## src/rtl/kbd_ram_pkg.sv

```systemverilog
// Shared constants and types for the keyboard/CPU RAM arbiter.
// Ring placement, pointer sizing and the grant encoding live here.
package kbd_ram_pkg;

  localparam logic [15:0] KB_BASE = 16'h00F0;
  localparam int          KB_LEN  = 8;

  function automatic int ptr_w(input int len);
    return (len > 1) ? $clog2(len) : 1;
  endfunction

  typedef enum logic [1:0] {
    GNT_NONE = 2'd0,
    GNT_CPU  = 2'd1,
    GNT_KB   = 2'd2
  } gnt_e;

endpackage

```

## src/rtl/kbd_ram_arbiter_if.sv

```systemverilog
// CPU, keyboard and RAM-side signals of the arbiter, bundled.
// slave is the arbiter's view; master is the surrounding core's view.
interface kbd_ram_arbiter_if
  import kbd_ram_pkg::*;
#(
  parameter int ADDR_W = 16,
  parameter int DATA_W = 16,
  parameter int PTR_W  = ptr_w(KB_LEN)
) ();

  logic              cpu_req;
  logic              cpu_we;
  logic [ADDR_W-1:0] cpu_addr;
  logic [DATA_W-1:0] cpu_wdata;
  logic              cpu_stall;
  logic              cpu_rvalid;
  logic [DATA_W-1:0] cpu_rdata;
  logic              kb_code_valid;
  logic [7:0]        kb_code;
  logic              kb_ovf_clr;
  logic              kb_overflow;
  logic [PTR_W-1:0]  kb_wptr;
  logic              grant_kb;
  logic [ADDR_W-1:0] ram_addr;
  logic [DATA_W-1:0] ram_d;
  logic              ram_we;
  logic [DATA_W-1:0] ram_q;

  modport slave (
    input  cpu_req, cpu_we, cpu_addr, cpu_wdata, kb_code_valid, kb_code, kb_ovf_clr, ram_q,
    output cpu_stall, cpu_rvalid, cpu_rdata, kb_overflow, kb_wptr, grant_kb, ram_addr, ram_d, ram_we
  );

  modport master (
    output cpu_req, cpu_we, cpu_addr, cpu_wdata, kb_code_valid, kb_code, kb_ovf_clr, ram_q,
    input  cpu_stall, cpu_rvalid, cpu_rdata, kb_overflow, kb_wptr, grant_kb, ram_addr, ram_d, ram_we
  );

endinterface

```

## src/rtl/kbd_code_fifo.sv

```systemverilog
// Small synchronous FIFO for scan codes; a push into a full FIFO with no
// same-cycle pop is dropped and flagged on drop_o for that cycle.
module kbd_code_fifo #(
  parameter int W     = 8,
  parameter int DEPTH = 4
) (
  input  logic         clk_i,
  input  logic         rst_i,
  input  logic         push_i,
  input  logic         pop_i,
  input  logic [W-1:0] din_i,
  output logic [W-1:0] head_o,
  output logic         full_o,
  output logic         empty_o,
  output logic         drop_o
);

  localparam int AW = (DEPTH > 1) ? $clog2(DEPTH) : 1;

  logic [W-1:0]  mem_q [DEPTH];
  logic [AW-1:0] rd_q, rd_d, wr_q, wr_d;
  logic [AW:0]   cnt_q, cnt_d;
  logic          pop_ok, push_ok;

  assign empty_o = (cnt_q == '0);
  assign full_o  = (cnt_q == (AW+1)'(DEPTH));
  assign head_o  = mem_q[rd_q];
  assign pop_ok  = pop_i && !empty_o;
  // A pop frees the slot the push needs, so full-with-pop still accepts.
  assign push_ok = push_i && (!full_o || pop_ok);
  assign drop_o  = push_i && full_o && !pop_ok;

  always_comb begin
    rd_d  = pop_ok  ? rd_q + 1'b1 : rd_q;
    wr_d  = push_ok ? wr_q + 1'b1 : wr_q;
    cnt_d = cnt_q;
    if (push_ok && !pop_ok) cnt_d = cnt_q + 1'b1;
    if (pop_ok && !push_ok) cnt_d = cnt_q - 1'b1;
  end

  always_ff @(posedge clk_i or posedge rst_i) begin
    if (rst_i) begin
      rd_q  <= '0;
      wr_q  <= '0;
      cnt_q <= '0;
    end else begin
      rd_q  <= rd_d;
      wr_q  <= wr_d;
      cnt_q <= cnt_d;
    end
  end

  always_ff @(posedge clk_i) begin
    if (push_ok) mem_q[wr_q] <= din_i;
  end

endmodule

```

## src/rtl/kbd_ram_arbiter.sv

```systemverilog
// Shares the single-port data RAM between CPU loads/stores and the scan-code
// ring writer; CPU wins unless the keyboard has been denied STARVE_MAX times.
module kbd_ram_arbiter
  import kbd_ram_pkg::gnt_e, kbd_ram_pkg::GNT_NONE, kbd_ram_pkg::GNT_CPU, kbd_ram_pkg::GNT_KB;
#(
  parameter int                ADDR_W     = 16,
  parameter int                DATA_W     = 16,
  parameter int                FIFO_DEPTH = 4,
  parameter logic [ADDR_W-1:0] KB_BASE    = ADDR_W'(kbd_ram_pkg::KB_BASE),
  parameter int                KB_LEN     = kbd_ram_pkg::KB_LEN,
  parameter int                STARVE_MAX = 3
) (
  input logic              CLOCK_50,
  input logic              RESET,
  kbd_ram_arbiter_if.slave bus
);

  localparam int             PTR_W      = kbd_ram_pkg::ptr_w(KB_LEN);
  localparam int             SW         = $clog2(STARVE_MAX + 1);
  localparam logic [SW-1:0]  STARVE_TOP = SW'(STARVE_MAX);

  logic [PTR_W-1:0]  wptr_q, wptr_d;
  logic [SW-1:0]     starve_q, starve_d;
  logic              ovf_q, ovf_d, rvalid_q, rvalid_d;
  logic [ADDR_W-1:0] ram_addr_q, ram_addr_d;
  logic [DATA_W-1:0] ram_d_q, ram_d_d;
  logic              ram_we;
  logic [7:0]        fifo_head;
  logic              fifo_full_unused, fifo_empty, fifo_drop;
  logic              kb_pend, force_kb;
  gnt_e              gnt;

  kbd_code_fifo #(.W(8), .DEPTH(FIFO_DEPTH)) u_fifo (
    .clk_i   (CLOCK_50),
    .rst_i   (RESET),
    .push_i  (bus.kb_code_valid),
    .pop_i   (gnt == GNT_KB),
    .din_i   (bus.kb_code),
    .head_o  (fifo_head),
    .full_o  (fifo_full_unused),
    .empty_o (fifo_empty),
    .drop_o  (fifo_drop)
  );

  assign kb_pend  = !fifo_empty;
  assign force_kb = kb_pend && (starve_q == STARVE_TOP);

  always_comb begin
    gnt = GNT_NONE;
    if (force_kb)         gnt = GNT_KB;
    else if (bus.cpu_req) gnt = GNT_CPU;
    else if (kb_pend)     gnt = GNT_KB;
  end

  // Idle cycles keep the last address/data on the RAM pins.
  always_comb begin
    ram_addr_d = ram_addr_q;
    ram_d_d    = ram_d_q;
    ram_we     = 1'b0;
    wptr_d     = wptr_q;
    starve_d   = starve_q;
    case (gnt)
      GNT_KB: begin
        ram_addr_d = KB_BASE + ADDR_W'(wptr_q);
        ram_d_d    = {{(DATA_W-8){1'b0}}, fifo_head};
        ram_we     = 1'b1;
        wptr_d     = wptr_q + 1'b1;
      end
      GNT_CPU: begin
        ram_addr_d = bus.cpu_addr;
        ram_d_d    = bus.cpu_wdata;
        ram_we     = bus.cpu_we;
      end
      default: ;
    endcase
    if (!kb_pend || gnt == GNT_KB)                   starve_d = '0;
    else if (gnt == GNT_CPU && starve_q != STARVE_TOP) starve_d = starve_q + 1'b1;
    rvalid_d = (gnt == GNT_CPU) && !bus.cpu_we;
    ovf_d    = fifo_drop ? 1'b1 : (bus.kb_ovf_clr ? 1'b0 : ovf_q);
  end

  always_ff @(posedge CLOCK_50 or posedge RESET) begin
    if (RESET) begin
      wptr_q     <= '0;
      starve_q   <= '0;
      ovf_q      <= 1'b0;
      rvalid_q   <= 1'b0;
      ram_addr_q <= '0;
      ram_d_q    <= '0;
    end else begin
      wptr_q     <= wptr_d;
      starve_q   <= starve_d;
      ovf_q      <= ovf_d;
      rvalid_q   <= rvalid_d;
      ram_addr_q <= ram_addr_d;
      ram_d_q    <= ram_d_d;
    end
  end

  assign bus.cpu_stall   = bus.cpu_req && (gnt != GNT_CPU);
  assign bus.cpu_rvalid  = rvalid_q;
  assign bus.cpu_rdata   = bus.ram_q;
  assign bus.kb_overflow = ovf_q;
  assign bus.kb_wptr     = wptr_q;
  assign bus.grant_kb    = (gnt == GNT_KB);
  assign bus.ram_addr    = ram_addr_d;
  assign bus.ram_d       = ram_d_d;
  assign bus.ram_we      = ram_we;

endmodule

```

## src/flat_wrapper.sv

```systemverilog
// flat-port wrapper written by rule: the top's interface ports become plain ports
module kbd_ram_arbiter_flat import kbd_ram_pkg::gnt_e, kbd_ram_pkg::GNT_NONE, kbd_ram_pkg::GNT_CPU, kbd_ram_pkg::GNT_KB;
#(
  parameter int                ADDR_W     = 16,
  parameter int                DATA_W     = 16,
  parameter int                FIFO_DEPTH = 4,
  parameter logic [ADDR_W-1:0] KB_BASE    = ADDR_W'(kbd_ram_pkg::KB_BASE),
  parameter int                KB_LEN     = kbd_ram_pkg::KB_LEN,
  parameter int                STARVE_MAX = 3
)
  (CLOCK_50, RESET, bus_cpu_req, bus_cpu_we, bus_cpu_addr, bus_cpu_wdata, bus_kb_code_valid, bus_kb_code, bus_kb_ovf_clr, bus_ram_q, bus_cpu_stall, bus_cpu_rvalid, bus_cpu_rdata, bus_kb_overflow, bus_kb_wptr, bus_grant_kb, bus_ram_addr, bus_ram_d, bus_ram_we);
  kbd_ram_arbiter_if #(.ADDR_W(ADDR_W), .DATA_W(DATA_W)) bus_i ();
  input logic CLOCK_50;
  input logic RESET;
  input wire logic [$bits(bus_i.cpu_req)-1:0] bus_cpu_req;
  input wire logic [$bits(bus_i.cpu_we)-1:0] bus_cpu_we;
  input wire logic [$bits(bus_i.cpu_addr)-1:0] bus_cpu_addr;
  input wire logic [$bits(bus_i.cpu_wdata)-1:0] bus_cpu_wdata;
  input wire logic [$bits(bus_i.kb_code_valid)-1:0] bus_kb_code_valid;
  input wire logic [$bits(bus_i.kb_code)-1:0] bus_kb_code;
  input wire logic [$bits(bus_i.kb_ovf_clr)-1:0] bus_kb_ovf_clr;
  input wire logic [$bits(bus_i.ram_q)-1:0] bus_ram_q;
  output wire logic [$bits(bus_i.cpu_stall)-1:0] bus_cpu_stall;
  output wire logic [$bits(bus_i.cpu_rvalid)-1:0] bus_cpu_rvalid;
  output wire logic [$bits(bus_i.cpu_rdata)-1:0] bus_cpu_rdata;
  output wire logic [$bits(bus_i.kb_overflow)-1:0] bus_kb_overflow;
  output wire logic [$bits(bus_i.kb_wptr)-1:0] bus_kb_wptr;
  output wire logic [$bits(bus_i.grant_kb)-1:0] bus_grant_kb;
  output wire logic [$bits(bus_i.ram_addr)-1:0] bus_ram_addr;
  output wire logic [$bits(bus_i.ram_d)-1:0] bus_ram_d;
  output wire logic [$bits(bus_i.ram_we)-1:0] bus_ram_we;
  assign bus_i.cpu_req = bus_cpu_req;
  assign bus_i.cpu_we = bus_cpu_we;
  assign bus_i.cpu_addr = bus_cpu_addr;
  assign bus_i.cpu_wdata = bus_cpu_wdata;
  assign bus_i.kb_code_valid = bus_kb_code_valid;
  assign bus_i.kb_code = bus_kb_code;
  assign bus_i.kb_ovf_clr = bus_kb_ovf_clr;
  assign bus_i.ram_q = bus_ram_q;
  assign bus_cpu_stall = bus_i.cpu_stall;
  assign bus_cpu_rvalid = bus_i.cpu_rvalid;
  assign bus_cpu_rdata = bus_i.cpu_rdata;
  assign bus_kb_overflow = bus_i.kb_overflow;
  assign bus_kb_wptr = bus_i.kb_wptr;
  assign bus_grant_kb = bus_i.grant_kb;
  assign bus_ram_addr = bus_i.ram_addr;
  assign bus_ram_d = bus_i.ram_d;
  assign bus_ram_we = bus_i.ram_we;
  kbd_ram_arbiter #(.ADDR_W(ADDR_W), .DATA_W(DATA_W), .FIFO_DEPTH(FIFO_DEPTH), .KB_BASE(KB_BASE), .KB_LEN(KB_LEN), .STARVE_MAX(STARVE_MAX)) u_core (.CLOCK_50(CLOCK_50), .RESET(RESET), .bus(bus_i));
endmodule
```

## config.mk

```make
export PLATFORM = sky130hd
export DESIGN_NAME = kbd_ram_arbiter_flat
export DESIGN_NICKNAME = d
export VERILOG_FILES = /design/src/rtl/kbd_ram_pkg.sv /design/src/rtl/kbd_ram_arbiter_if.sv /design/src/rtl/kbd_code_fifo.sv /design/src/rtl/kbd_ram_arbiter.sv /design/src/flat_wrapper.sv
export SDC_FILE = /design/constraint.sdc
export NUM_CORES = 1
export LEC_CHECK = 0
export CORE_ASPECT_RATIO = 0.5
export CORE_MARGIN = 5
export CORE_UTILIZATION = 25
export CTS_BUF_LIST = sky130_fd_sc_hd__clkbuf_16
export CTS_CLUSTER_DIAMETER = 60
export DETAILED_ROUTE_END_ITERATION = 7
export GPL_ROUTABILITY_DRIVEN = 0
export SLEW_MARGIN = 20
export SYNTH_ARGS = -nofsm -noshare
export SYNTH_HDL_FRONTEND = slang
export SYNTH_HIERARCHICAL = 1
export SYNTH_SLANG_ARGS = --single-unit
```

## constraint.sdc

```tcl
create_clock -name CLOCK_50 -period 3.6 [get_ports CLOCK_50]
set_input_delay 0.9 -clock CLOCK_50 [delete_from_list [all_inputs] [get_ports CLOCK_50]]
set_output_delay 0.9 -clock CLOCK_50 [all_outputs]
set_load 0.02 [all_outputs]
```

==> Flow_metrics.wiki <==
{| class="wikitable"
! Metric !! Value
|-
| Result of the run || complete, no violations
|-
| Total CTS buffers || 9
|-
| Fmax || 0.286 GHz
|-
| First-pass GRT wire length || 11,800 um
|-
| Startpoint class of the critical path || input pin
|-
| GRT overflow || 0
|-
| Routed wl met3 || 396 um
|-
| Synthesis-stage register bit count || 78
|-
| Yosys warnings || 6
|-
| Hold-fix buffers at CTS || 0
|-
| Largest clock skew in the final design || 0.00603 ns
|-
| TritonCTS clock tree || yes
|-
| Number of nets in the synthesized netlist || 320
|-
| Number of inserted filler cells in the final layout || 1,348
|-
| Main area contributors after synthesis || sky130_fd_sc_hd__dfrtp_1 33%, sky130_fd_sc_hd__edfxtp_1 28%, sky130_fd_sc_hd__mux4_2 5.2%
|-
| Number of antenna violations at the first check in global routing || 0
|-
| Count of final setup violators || 0
|-
| Number of cells on the worst hold path || 1
|-
| Transition time of the tightest slew-check pin || 0.499 ns
|-
| Number of standard-cell rows in the floorplan || 30
|-
| Post-synthesis async set-or-reset flop share || 0.590
|-
| Met1 WL || 3160 um
|-
| Layout overhead on the synthesized area || 37.0%
|-
| Multi-input combinational cell area || 1080 sq um
|-
| Total via count in the routed design || 2,214
|-
| Count of buffers from port buffering || 85
|-
| Clock Pin Slew Worst Setup and Hold Paths || 0.06 ns
|-
| Worst ir drop on vdd || 305 uV
|-
| Most used standard cell by instance count after synthesis || sky130_fd_sc_hd__dfrtp_1
|-
| Number of placed instances, taps included || 506
|-
| Area of the core || 13,500 sq um
|-
| Number of enable-type register cells in the synthesized netlist || 32
|-
| Kind of capture point of the worst setup path || output pin
|-
| Worst-case hold path end point || u_core/bus.kb_overflow
|-
| Ant diodes || 0
|-
| Overall die area || 16,400 sq um
|-
| Final count of hold timing violations || 0
|-
| Predominant post-synthesis flop cell || sky130_fd_sc_hd__dfrtp_1
|-
| Depth of the worst register-to-register path || 12
|-
| Clock period minus final worst setup slack || 3.49 ns
|-
| Pwr/cell area || 814 nW/um^2
|-
| Cell area after technology mapping || 3440 sq um
|-
| Data arrival at the endpoint of the critical path || 2.59 ns
|-
| Maximum Capacitance Violations || 0
|-
| Instance count of the mapped netlist || 248
|-
| Final Max Tran Viols || 0
|-
| Height of the chip || 93.0 um
|-
| Max-slew headroom || 0.667
|-
| CTS Root Buffer Type || sky130_fd_sc_hd__clkbuf_16
|-
| Number of remaining DRC errors || 0
|-
| Nets || 414
|-
| R2R Path Start || u_core/starve_q[0]
|-
| Worst min-delay path category || flop to flop
|-
| Remaining antenna violation count after routing || 0
|-
| Max clock buf depth || 2
|-
| CTS sink count || 78
|-
| Hpwl dp || 5350 um
|-
| Worst-Skew Late Latency || 0.33 ns
|-
| Met2 layer wire length in the routed design || 3810 um
|-
| Worst-case register-to-register setup slack || 0.78 ns
|-
| Clock H-tree levels || 3
|-
| Leakage power summed over all cells || 0.00202 uW
|-
| Overall die width || 176 um
|-
| Routed length per instance || 14.4 um
|-
| Largest net degree at the start of global routing || 40
|-
| GR Util All Layers || 0.0927
|-
| Via count of the first global-routing pass || 2,288
|-
| Required arrival time at the worst endpoint || 2.70 ns
|-
| Uppermost layer routed || met4
|-
| Crit Reg-Reg Endpoint || u_core/u_fifo/cnt_q[1]
|-
| Total area of sequential cells || 2110 sq um
|-
| Classification of the worst setup path || input pin to output pin
|-
| # IOs || 118
|-
| Synth area leader || sky130_fd_sc_hd__dfrtp_1
|-
| Portion of synthesized cell area occupied by the leading cell type || 0.335
|-
| Number of different library cells in the post-synthesis netlist || 41
|-
| Overall power after layout || 3840 uW
|-
| First-pass DRT Iterations || 4
|-
| Routed via count divided by cell count || 4.23
|-
| Start point of the worst hold path || u_core/bus.kb_overflow
|-
| Violation count after the first detailed-routing iteration || 74
|-
| Initial core utilization || 0.255
|-
| Fraction of final layout cells with drive strength greater than 1 || 0.271
|-
| Detailed-route wire length || 7550 um
|-
| Share of the yosys chip area belonging to registers || 0.614
|-
| Mean Syn Cell Area || 13.9 sq um
|-
| Number of buffers inserted to repair setup after CTS || 0
|-
| Largest driver fanout on the critical path || 26
|-
| Final instance count without filler cells || 523
|-
| Fin crit share || 0.970
|-
| Leading post-synthesis cells by instance count || 46 x sky130_fd_sc_hd__dfrtp_1, 32 x sky130_fd_sc_hd__edfxtp_1, 21 x sky130_fd_sc_hd__buf_4
|}
==> critical path, cell delays in order <==
cell                              delay [ns]
sky130_fd_sc_hd__clkdlybuf4s50_1        0.43
sky130_fd_sc_hd__a21o_1                 0.19
sky130_fd_sc_hd__ha_2                   0.42
sky130_fd_sc_hd__buf_12                 0.18
sky130_fd_sc_hd__nand2_1                0.06
sky130_fd_sc_hd__o21ai_1                0.12
sky130_fd_sc_hd__clkdlybuf4s15_2        0.29
==> worst max-delay path by stage <==
stage	slack, ns	cells past startpoint	endpoint	from
after global routing	-0.002	8	bus_ram_d[2]	bus_cpu_req
after detailed placement	-0.40	6	bus_ram_addr[6]	bus_cpu_req
final	0.11	7	bus_ram_d[2]	bus_cpu_req
after floorplan	0.39	10	u_core/u_fifo/cnt_q[2]	bus_cpu_req
after CTS	0.001	6	bus_ram_addr[6]	bus_cpu_req
after global placement	-0.42	6	bus_ram_addr[6]	bus_cpu_req
==> metrics by stage <==
stage          hold WS, ns   TNS, ns  area (sq um)  utilization  worst slack, ns
2_1_floorplan        0.512         0          3440            -            0.389
3_3_place_gp         0.466     -9.61          4520        0.334           -0.422
3_5_place_dp         0.467     -9.55          4520        0.334           -0.396
4_1_cts              0.481         0          4850        0.359          0.00142
5_1_grt              0.504  -0.00169          4710        0.349         -0.00169
6_report             0.478         0          4710        0.349            0.109
==> cells by family (layout without fill, tap and decap cells) <==
kind of cell	after synthesis	in the layout	share of synthesized area
multiplexers	11	11	0.0618
AO/OA/AOI/OAI	58	58	0.120
XOR/XNOR	9	9	0.0229
AND/OR/NAND/NOR	41	41	0.0687
buffers and inverters	41	140	0.0738
adder cells (fa/ha/maj)	10	10	0.0385
flip-flops	78	78	0.614
==> repair_timing <==
item / in CTS / in global routing
gates cloned: 0 / 1
gates resized for setup: 78 / 66
setup endpoints to repair: 35 / 32
==> power by group <==
group | switching [uW] | leakage (uW) | internal [uW] | total, uW
registers | 129 | 0.000887 | 1210 | 1340
clock network | 360 | 0.000156 | 609 | 969
logic | 826 | 0.000974 | 700 | 1530
total | 1320 | 0.00202 | 2520 | 3840
==> flip-flops by register name (all words and copies together), names as in the netlist <==
signal	count
u_core/u_fifo/rd_q	2
u_core/bus.kb_wptr	3
u_core/ram_d_q	16
u_core/u_fifo/cnt_q	3
u_core/starve_q	2
u_core/bus.kb_overflow	1
u_core/u_fifo/wr_q	2
u_core/u_fifo/mem_q	32
u_core/bus.cpu_rvalid	1
u_core/ram_addr_q	16
==> placed cells by master (no fill, tap or decap), types with 2 or more instances in the layout <==
cell type                         count
sky130_fd_sc_hd__dfrtp_1             46
sky130_fd_sc_hd__inv_6                2
sky130_fd_sc_hd__mux4_2               8
sky130_fd_sc_hd__xnor2_1              5
sky130_fd_sc_hd__a22oi_1             11
sky130_fd_sc_hd__buf_6                2
sky130_fd_sc_hd__clkbuf_16            9
sky130_fd_sc_hd__nand2_1             18
sky130_fd_sc_hd__clkinv_2             2
sky130_fd_sc_hd__a22o_1              17
sky130_fd_sc_hd__nor2b_1              4
sky130_fd_sc_hd__inv_1               10
sky130_fd_sc_hd__xor2_1               4
sky130_fd_sc_hd__buf_4               25
sky130_fd_sc_hd__nor2_1               2
sky130_fd_sc_hd__a21oi_1              6
sky130_fd_sc_hd__edfxtp_1            32
sky130_fd_sc_hd__clkdlybuf4s50_1     50
sky130_fd_sc_hd__buf_2               18
sky130_fd_sc_hd__clkbuf_2            13
sky130_fd_sc_hd__dlygate4sd2_1        3
sky130_fd_sc_hd__nand3_1              2
sky130_fd_sc_hd__ha_1                 8
sky130_fd_sc_hd__o21ai_0             13
sky130_fd_sc_hd__bufinv_16            2
sky130_fd_sc_hd__o21ai_1              3
sky130_fd_sc_hd__a21o_1               2
sky130_fd_sc_hd__and2_1               4
sky130_fd_sc_hd__nor3_2               2
==> metal layers <==
metal | GRT usage | vias up
met1 | 0.104 | 1062
met5 | 0 | -
met4 | 0.0428 | 0
li1 | - | 1072
met2 | 0.159 | 57
met3 | 0.0334 | 23
==> final cells by class <==
type / count / area share
flip-flops and latches: 78 / 0.448
multi-input cells: 129 / 0.230
repair buffers: 114 / 0.199
clock buffers: 9 / 0.0478
well taps: 176 / 0.0467
clock inverters: 7 / 0.0202
inverters: 10 / 0.00796
Power figures use the tool's default switching activity.
